==> src/rtl/alu_seq_pkg.sv <==
// Shared opcode constants, sequencer state type and opcode classification helpers
// for the ALU requester side (also used by the control unit).
package alu_seq_pkg;

    localparam logic [4:0] OP_NOP    = 5'b00000;
    localparam logic [4:0] OP_SHL    = 5'b00001;
    localparam logic [4:0] OP_SHR    = 5'b00010;
    localparam logic [4:0] OP_SHRA   = 5'b00011;
    localparam logic [4:0] OP_ROL    = 5'b00100;
    localparam logic [4:0] OP_ROR    = 5'b00101;
    localparam logic [4:0] OP_AND    = 5'b00110;
    localparam logic [4:0] OP_OR     = 5'b00111;
    localparam logic [4:0] OP_NOT    = 5'b01000;
    localparam logic [4:0] OP_NEG    = 5'b01001;
    localparam logic [4:0] OP_ADD    = 5'b01010;
    localparam logic [4:0] OP_SUB    = 5'b01011;
    localparam logic [4:0] OP_MUL    = 5'b01100;
    localparam logic [4:0] OP_DIV    = 5'b01101;
    localparam logic [4:0] OP_PASS_A = 5'b10000;

    // Settle counter width covers the legal SETTLE_CYCLES range 1..15.
    localparam int CNT_W = 4;

    typedef enum logic [1:0] {
        IDLE   = 2'd0,
        SETTLE = 2'd1,
        RESP   = 2'd2
    } seq_state_e;

    function automatic logic is_legal_op(input logic [4:0] op);
        logic legal;
        case (op)
            OP_SHL, OP_SHR, OP_SHRA, OP_ROL, OP_ROR,
            OP_AND, OP_OR, OP_NOT, OP_NEG, OP_PASS_A,
            OP_ADD, OP_SUB, OP_MUL, OP_DIV: legal = 1'b1;
            default:                        legal = 1'b0;
        endcase
        return legal;
    endfunction

    function automatic logic op_has_hi(input logic [4:0] op);
        logic has_hi;
        case (op)
            OP_ADD, OP_SUB, OP_MUL, OP_DIV: has_hi = 1'b1;
            default:                        has_hi = 1'b0;
        endcase
        return has_hi;
    endfunction

    // ADD/SUB only carry a single carry/borrow bit in the upper word.
    function automatic logic op_hi_is_carry(input logic [4:0] op);
        return (op == OP_ADD) || (op == OP_SUB);
    endfunction

endpackage

==> src/rtl/alu_op_decode.sv <==
// Combinational opcode classifier: legality, upper-word validity, carry-only upper
// word and architectural HI/LO double-write class (MUL/DIV).
module alu_op_decode
    import alu_seq_pkg::*;
(
    input  logic [4:0] op_i,
    output logic       legal_o,
    output logic       has_hi_o,
    output logic       hi_is_carry_o,
    output logic       is_hilo_write_o
);

    always_comb begin
        legal_o         = is_legal_op(op_i);
        has_hi_o        = op_has_hi(op_i);
        hi_is_carry_o   = op_hi_is_carry(op_i);
        is_hilo_write_o = (op_i == OP_MUL) || (op_i == OP_DIV);
    end

endmodule

==> src/rtl/alu_op_sequencer.sv <==
// Requester-side ALU sequencer: accepts one request, holds ALU inputs for a settle
// window, captures Z and returns a typed response. Optional HI/LO registers: ALU_SEQ_HILO_REGS_EN.
module alu_op_sequencer
    import alu_seq_pkg::*;
#(
    parameter int SETTLE_CYCLES = 2,
    parameter int DATA_W        = 32
) (
    input  logic                clock,
    input  logic                clear_n,
    input  logic                req_valid,
    output logic                req_ready,
    input  logic [4:0]          req_opcode,
    input  logic [DATA_W-1:0]   req_a,
    input  logic [DATA_W-1:0]   req_b,
    output logic [DATA_W-1:0]   alu_a,
    output logic [DATA_W-1:0]   alu_b,
    output logic [4:0]          alu_opcode,
    input  logic [2*DATA_W-1:0] alu_z,
    output logic                resp_valid,
    input  logic                resp_ready,
    output logic [DATA_W-1:0]   resp_lo,
    output logic [DATA_W-1:0]   resp_hi,
    output logic                resp_hi_valid,
    output logic                resp_err,
    output logic [DATA_W-1:0]   hi_q,
    output logic [DATA_W-1:0]   lo_q,
    output logic [1:0]          dbg_state
);

    // Handshakes: a transfer happens on a rising edge where valid && ready are both
    // high; valid never depends on ready, and once raised holds its payload stable.

    seq_state_e        state_q, state_d;
    logic [CNT_W-1:0]  cnt_q;
    logic              cls_legal_q, cls_has_hi_q, cls_carry_q;
    logic              dec_legal, dec_has_hi, dec_carry, dec_hilo;
    logic              accept, resp_fire;
    logic [DATA_W-1:0] z_hi_masked;

    alu_op_decode u_decode (
        .op_i           (req_opcode),
        .legal_o        (dec_legal),
        .has_hi_o       (dec_has_hi),
        .hi_is_carry_o  (dec_carry),
        .is_hilo_write_o(dec_hilo)
    );

    assign accept    = req_valid && req_ready;
    assign resp_fire = resp_valid && resp_ready;

    always_ff @(posedge clock or negedge clear_n) begin
        if (!clear_n) begin
            state_q <= IDLE;
        end else begin
            state_q <= state_d;
        end
    end

    always_comb begin
        state_d = state_q;
        case (state_q)
            IDLE:    if (req_valid) state_d = SETTLE;
            SETTLE:  if (cnt_q == CNT_W'(1)) state_d = RESP;
            RESP:    if (resp_ready) state_d = IDLE;
            default: state_d = IDLE;
        endcase
    end

    always_comb begin
        req_ready = (state_q == IDLE);
        dbg_state = state_q;
    end

    // Upper word is never forwarded for single-word ops; ADD/SUB keep only the carry bit.
    always_comb begin
        z_hi_masked = '0;
        if (cls_has_hi_q) begin
            if (cls_carry_q) begin
                z_hi_masked = {{(DATA_W-1){1'b0}}, alu_z[DATA_W]};
            end else begin
                z_hi_masked = alu_z[2*DATA_W-1:DATA_W];
            end
        end
    end

    always_ff @(posedge clock or negedge clear_n) begin
        if (!clear_n) begin
            alu_a         <= '0;
            alu_b         <= '0;
            alu_opcode    <= OP_NOP;
            cnt_q         <= '0;
            cls_legal_q   <= 1'b0;
            cls_has_hi_q  <= 1'b0;
            cls_carry_q   <= 1'b0;
            resp_valid    <= 1'b0;
            resp_lo       <= '0;
            resp_hi       <= '0;
            resp_hi_valid <= 1'b0;
            resp_err      <= 1'b0;
        end else begin
            case (state_q)
                IDLE: begin
                    if (accept) begin
                        cls_legal_q  <= dec_legal;
                        cls_has_hi_q <= dec_has_hi;
                        cls_carry_q  <= dec_carry;
                        // Illegal ops leave the ALU idle and just spend one cycle in SETTLE.
                        if (dec_legal) begin
                            alu_a      <= req_a;
                            alu_b      <= req_b;
                            alu_opcode <= req_opcode;
                            cnt_q      <= CNT_W'(SETTLE_CYCLES);
                        end else begin
                            cnt_q      <= CNT_W'(1);
                        end
                    end
                end
                SETTLE: begin
                    cnt_q <= cnt_q - CNT_W'(1);
                    if (cnt_q == CNT_W'(1)) begin
                        resp_valid <= 1'b1;
                        if (cls_legal_q) begin
                            resp_lo       <= alu_z[DATA_W-1:0];
                            resp_hi       <= z_hi_masked;
                            resp_hi_valid <= cls_has_hi_q;
                            resp_err      <= 1'b0;
                        end else begin
                            resp_lo       <= '0;
                            resp_hi       <= '0;
                            resp_hi_valid <= 1'b0;
                            resp_err      <= 1'b1;
                        end
                    end
                end
                RESP: begin
                    if (resp_fire) begin
                        resp_valid <= 1'b0;
                        alu_opcode <= OP_NOP;
                    end
                end
                default: begin
                    resp_valid <= 1'b0;
                end
            endcase
        end
    end

`ifdef ALU_SEQ_HILO_REGS_EN
    logic cls_hilo_q;

    always_ff @(posedge clock or negedge clear_n) begin
        if (!clear_n) begin
            cls_hilo_q <= 1'b0;
        end else if (accept) begin
            cls_hilo_q <= dec_hilo;
        end
    end

    // Architectural HI/LO commit on the response handshake; errors never commit.
    always_ff @(posedge clock or negedge clear_n) begin
        if (!clear_n) begin
            hi_q <= '0;
            lo_q <= '0;
        end else if (state_q == RESP && resp_fire && cls_legal_q) begin
            lo_q <= resp_lo;
            if (cls_hilo_q) begin
                hi_q <= resp_hi;
            end
        end
    end
`else
    logic hilo_unused;

    assign hilo_unused = dec_hilo;
    assign hi_q        = '0;
    assign lo_q        = '0;
`endif

endmodule

==> config.mk <==
export PLATFORM = sky130hd
export DESIGN_NAME = alu_op_sequencer
export DESIGN_NICKNAME = d
export VERILOG_FILES = /design/src/rtl/alu_seq_pkg.sv /design/src/rtl/alu_op_decode.sv /design/src/rtl/alu_op_sequencer.sv
export SDC_FILE = /design/constraint.sdc
export NUM_CORES = 1
export LEC_CHECK = 0
export ABC_AREA = 1
export BUFFER_PORTS_ARGS = -buffer_cell sky130_fd_sc_hd__buf_2
export CAP_MARGIN = 20
export CORE_AREA = 2 2 131 133
export CTS_BUF_LIST = sky130_fd_sc_hd__clkbuf_8
export DETAILED_ROUTE_END_ITERATION = 12
export DIE_AREA = 0 0 133 135
export GPL_ROUTABILITY_DRIVEN = 0
export PLACE_DENSITY = 0.68
export SLEW_MARGIN = 20
export SYNTH_ARGS = -nofsm -noshare
export SYNTH_HDL_FRONTEND = slang
export SYNTH_SLANG_ARGS = --single-unit
==> constraint.sdc <==
create_clock -name clock -period 1.9 [get_ports clock]
set_clock_uncertainty 0.05 [all_clocks]
set_input_delay 0.095 -clock clock [delete_from_list [all_inputs] [get_ports clock]]
set_output_delay 0.095 -clock clock [all_outputs]
set_load 0.05 [all_outputs]
After elaboration in Yosys (flattened, before gate mapping) --
Memory sizes are Yosys's and may differ from the RTL's. Index checks and enable logic that the tools add are counted.
Cells by class: bitwise operators 1, equal/unequal tests 13, muxes and demuxes 21, reductions and logical operators 14, $add $sub $neg 1
Operators by type and width (count):
- $mux W32 | 4
- $eq A5 B4 Y1 const B | 4
- $mux W5 | 3
- $pmux W5 S2 | 1
- $reduce_and A3 Y1 | 3
- $mux W2 | 4
- $ne A2 B2 Y1 const B | 4
- $pmux W4 S2 | 1
- $pmux W2 S3 | 1
- $reduce_and A2 Y1 | 3
- $mux W1 | 5
- $eq A4 B1 Y1 const B | 1
- $mux W4 | 1
- $ne A2 B1 Y1 const B | 2
- $reduce_and A4 Y1 | 1
- $reduce_bool A2 Y1 | 2
- $reduce_or A4 Y1 | 1
- $sub A4 B1 Y4 const B | 1
- $pmux W1 S3 | 1
- $eq A2 B1 Y1 const B | 1
- $eq A2 B2 Y1 const B | 1
- $logic_and A1 B1 Y1 | 2
- $logic_not A2 Y1 | 1
- $logic_or A1 B1 Y1 | 1
- $not A1 Y1 | 1
Storage, ports and cells: flip-flop bits (word level) 145, output and inout port bits 203, word-level logic and storage cells 64, input bits 137, memories 1, ROM bits 32
Memories:
- (no name shown) | words 32, bits a word 1, rd ports 1, clocked after memory_dff 0, write ports 0, RTL line alu_seq_pkg.sv:32 | case (op)

Depth between registers and ports, before layout --
depth in word-level cells 4, depth in mapped cells 9, mapped depth without buffers 7

Modules after synthesis --
From an unflattened synthesis, not the netlist that was laid out.
Second synthesis, totals: cell total of the unflattened synthesis 858, area, all modules 6757.7 sq um
By module, submodules not included:
- alu_op_sequencer | sequential area each 3628.5 sq um, area each 6688.9 sq um, cells each 843, times used 1
- alu_op_decode | sequential area each 0.0 sq um, area each 68.8 sq um, cells each 15, times used 1

Least setup slack after synthesis --
No wires, ideal clock.
kind reg-to-reg, start point reg state_q[1], in the netlist dbg_state[1], end point reg alu_a[21], buffers on the path 2, stages on the path, launching flop included 9, setup time 119 ps, setup slack -224 ps, data arrival time 1955 ps, data required time 1731 ps, cells stage by stage dfrtp_1 nor2_2 nand2_2 inv_2 nand2_1 buf_6 buf_4 nand2_1 nand2_1
On the way: cells in the longest elaborated chain, start to end 3
RTL lines:
- start, declared | RTL line alu_op_sequencer.sv:34 | seq_state_e state_q, state_d;
- start signal, assigned | RTL line alu_op_sequencer.sv:56 | state_q <= state_d;
- $logic_not A2 Y1 (*) | RTL line alu_op_sequencer.sv:71 | req_ready = (state_q == IDLE);
- via req_ready | RTL line alu_op_sequencer.sv:12 | output logic req_ready,
- $logic_and A1 B1 Y1 | RTL line alu_op_sequencer.sv:49 | assign accept = req_valid && req_ready;
- $reduce_and A3 Y1 (no line) (*)
- end signal, assigned | RTL line alu_op_sequencer.sv:110 | alu_a <= req_a;
- end, declared | RTL line alu_op_sequencer.sv:16 | output logic [DATA_W-1:0] alu_a,
Mark *: on every way through the listed nets, which the timed path passes. The rest lies on a longest branch. A chain may end at the register's enable or synchronous reset.

Final worst setup path --
start point reg cnt_q[1], end point reg resp_hi[31]
On the way: cells in the longest elaborated chain, start to end 2
RTL lines:
- start, declared | RTL line alu_op_sequencer.sv:35 | logic [CNT_W-1:0] cnt_q;
- start signal, assigned | RTL line alu_op_sequencer.sv:113 | cnt_q <= CNT_W'(SETTLE_CYCLES);
- start signal, assigned | RTL line alu_op_sequencer.sv:120 | cnt_q <= cnt_q - CNT_W'(1);
- $eq A4 B1 Y1 | RTL line alu_op_sequencer.sv:121 | if (cnt_q == CNT_W'(1)) begin
- $reduce_and A2 Y1 (no line)
- end signal, assigned | RTL line alu_op_sequencer.sv:125 | resp_hi <= z_hi_masked;
- end, declared | RTL line alu_op_sequencer.sv:23 | output logic [DATA_W-1:0] resp_hi,
No other way between the ends.

==> run_results.csv <==
group,metric,value,unit
floorplan,boundaryPins,340,
synth,yosysWarnings,0,
timing,max_freq,593.9,MHz
finish,fillers,1363,
clocking,cts_tree,"built",
clocking,clk_pin_slew_worst_paths,80,ps
worst_setup_path,slowest_stage,"dfrtp_1",
power,pwr-share-seq,0.302,
synth,synth_compound_area_frac,0.05174,
floorplan,die_w,133,um
power,power.share.clock,0.153,
finish,antenna-diode-count,0,
synth,netlist_top_cells_count,"nand2_1 (311), dfrtp_1 (145), nand3_1 (79)",
worst_setup_path,critPathMaxStageDelay,400,ps
clocking,cts_made_buffers,17,
min_path,hp-class,"input port to asynchronous set/reset pin",
floorplan,start_util,0.3921,
synth,syn_area,6432,um^2
worst_setup_path,worstPathMaxFanout,32,
clocking,cts_max_path_buffers,2,
detailed_routing,viasPerCell,4.545,
synth,synthSimpleGateAreaFrac,0.2595,
worst_setup_path,worst_setup_path_start_kind,"flip-flop",
synth,synth_ff_type,"dfrtp_1",
worst_setup_path,end_kind,"flip-flop",
global_route,overflow,0,
global_route,grtUsageTotal,0.2139,
run_status,status,"completed",
worst_setup_path,cp_top_family,"simple AND/OR/NAND/NOR gates",
global_route,grt_pass1_wl,30390,um
synth,synth_top_area_share,0.5641,
timing,tns,0,ps
synth,synth_most_common_cell,"nand2_1",
timing,hold_viol,0,
finish,area_growth,50.17,%
global_route,grt_max_degree,61,
worst_setup_path,cp.arrival,1980,ps
floorplan,dieHeight,135,um
finish,regArea,3630,um^2
detailed_routing,postRouteAntennaNets,0,
floorplan,std_cell_rows,47,
synth,synth.area.mux_share,0,
global_route,grt_pass1_vias,6164,
clocking,cts_sinks,145,
timing,holdWs,86.24,ps
worst_setup_path,cp_data_required_time,2200,ps
timing,relSlewSlack,0.6507,
floorplan,die-area,17960,um^2
power,total_leakage_power,0.005511,uW
placed_design,port_buffers,275,
finish,drive_gt1_frac,0.3179,
synth,synth_xor_area_frac,0.001362,
synth,syn_avg_cell_area,8.934,um^2
detailed_routing,wl_per_cell,14.14,um
timing,setup_viol_count_final,0,
timing,grt_setup_unrepaired,"no",
job,max-cap-violations,0,
finish,fin_nets,1270,
timing,worstMarginPinSlew,523.4,ps
power,p_per_area,1798,nW/um^2
power,power_frac_comb,0.545,
detailed_routing,drc,0,
synth,syn_inst,720,
synth,ys_seq_area_frac,0.5641,
synth,synth_area_leader_cell,"dfrtp_1",
worst_setup_path,path_buf_inv,1,
clocking,cts_setup_buffers,0,
timing,fin_crit_sh,0.8862,
synth,netlist_top_cells_area,"dfrtp_1 (56%), nand2_1 (18%), buf_4 (7.9%), nand3_1 (6.1%), o21ai_2 (3.9%)",
placed_design,dp.final_hpwl,11980,um
detailed_routing,dr.pass1.iters,5,
floorplan,core_area,16410,um^2
detailed_routing,drt_iter0_drc,327,
power,switchingPower,9316,uW
clocking,ctsRootBufferMaster,"clkbuf_8",
detailed_routing,num_vias,6190,
timing,final-max-slew-violation-count,0,
worst_setup_path,critPathKind,"flip-flop to flip-flop",
synth,synthArstFlopShare,1.000,
power,swShare,0.5364,
global_route,antenna_found_initial,0,
synth,yosys_register_bits,145,
power,intPower,8052,uW
synth,synth_top_family_by_area,"simple AND/OR/NAND/NOR gates",
clocking,htree_levels,4,
worst_setup_path,path_cells,"inv_1, ha_1, nand3_2, nor2_4, nand2_4, o21ai_0",
power,irDropWorstVdd,1.160,mV
synth,synthAdderAreaFrac,0.003890,
finish,multiInputGateArea,2286,um^2
clocking,clk_latency,440,ps
synth,synth_edf_count,0,
timing,post-route-min-period,1684,ps
power,p_total,17370,uW
detailed_routing,drt_wl_total,19260,um
synth,ys_types,25,
power groups by stage:
stage / Sequential, uW / Clock, uW / Combinational [uW]
floorplan: 9770 / 0 / 2510
global placement: 5230 / 0 / 9150
detailed placement: 5240 / 0 / 9250
CTS: 5220 / 2770 / 9450
global route: 5410 / 2900 / 10000
finish: 5240 / 2670 / 9460
routing by layer:
metal,vias up,GRT usage,wire [um]
met2,285,0.3656,9575
met3,31,0.06644,1622
met1,2915,0.2552,7652
li1,2959,-,-
met5,-,0,0
met4,0,0.07826,408
cells in the final DEF (no fill, tap or decap), types with 2 or more instances in the layout:
master and instances:
ha_1 2, inv_2 2, nand2_1 309, inv_1 14
o21ai_0 9, nand3_1 79, buf_2 274, buf_4 11
clkinv_4 3, o21ai_2 29, clkbuf_8 18, a21oi_1 3
dfrtp_1 144, dlygate4sd3_1 137, nor2_1 12, conb_1 64
nand2_2 3, bufinv_16 4, buf_12 7, inv_6 2
clkinvlp_4 2, nor2_4 2, nor3_1 2
flip-flops by register name, indices dropped and copies added, names as in the netlist:
name / count
dbg_state: 2
alu_b: 32
cls_carry_q: 1
cnt_q: 4
resp_err: 1
cls_has_hi_q: 1
resp_valid: 1
resp_lo: 32
resp_hi: 32
cls_legal_q: 1
alu_opcode: 5
resp_hi_valid: 1
alu_a: 32
metrics by stage:
stage	setup slack, ps	std cells	instance area [um^2]	util
2_1_floorplan	8.024	783	6675	-
3_3_place_gp	298.7	1195	7856	0.4788
3_5_place_dp	220.8	1195	7856	0.4788
4_1_cts	189.3	1362	9659	0.5887
5_1_grt	41.52	1362	9659	0.5887
6_report	216.3	1362	9659	0.5887
final timing paths:
check                                      start                       to  slack, ps  depth (start not counted)
hold / removal                           clear_n  resp_hi[11]$_DFFE_PN0P_         90                          2
hold reg to reg            alu_a[15]$_DFFE_PN0P_    alu_a[15]$_DFFE_PN0P_        420                          2
min in group clock                      alu_z[5]   resp_lo[5]$_DFFE_PN0P_        330                          4
setup / recovery            cnt_q[1]$_DFFE_PN0P_  resp_hi[31]$_DFFE_PN0P_        220                          6
setup reg to reg            cnt_q[1]$_DFFE_PN0P_  resp_hi[31]$_DFFE_PN0P_        220                          6
max in group asynchronous                clear_n   resp_lo[7]$_DFFE_PN0P_       1000                          3
repair_timing:
item                                    4_1_cts  5_1_grt
endpoints found under the hold margin       283        0
endpoints found under the setup margin        0        0
hold buffers                                137        0
resized for setup                             0        0
layout make-up:
class	count	area share
clock buffers	18	0.02565
inverters	16	0.006218
flip-flops and latches	145	0.3758
well taps	220	0.02850
repair buffers	430	0.3082
clock inverters	12	0.01904
multi-input cells	521	0.2367
cell families after synthesis:
kind of cell,after synthesis
AND/OR/NAND/NOR,410
AO/OA/AOI/OAI,44
flip-flops,145
buffers and inverters,117
other,1
adder cells (fa/ha/maj),2
XOR/XNOR,1
Note: power is estimated with default switching activity, not from simulation.
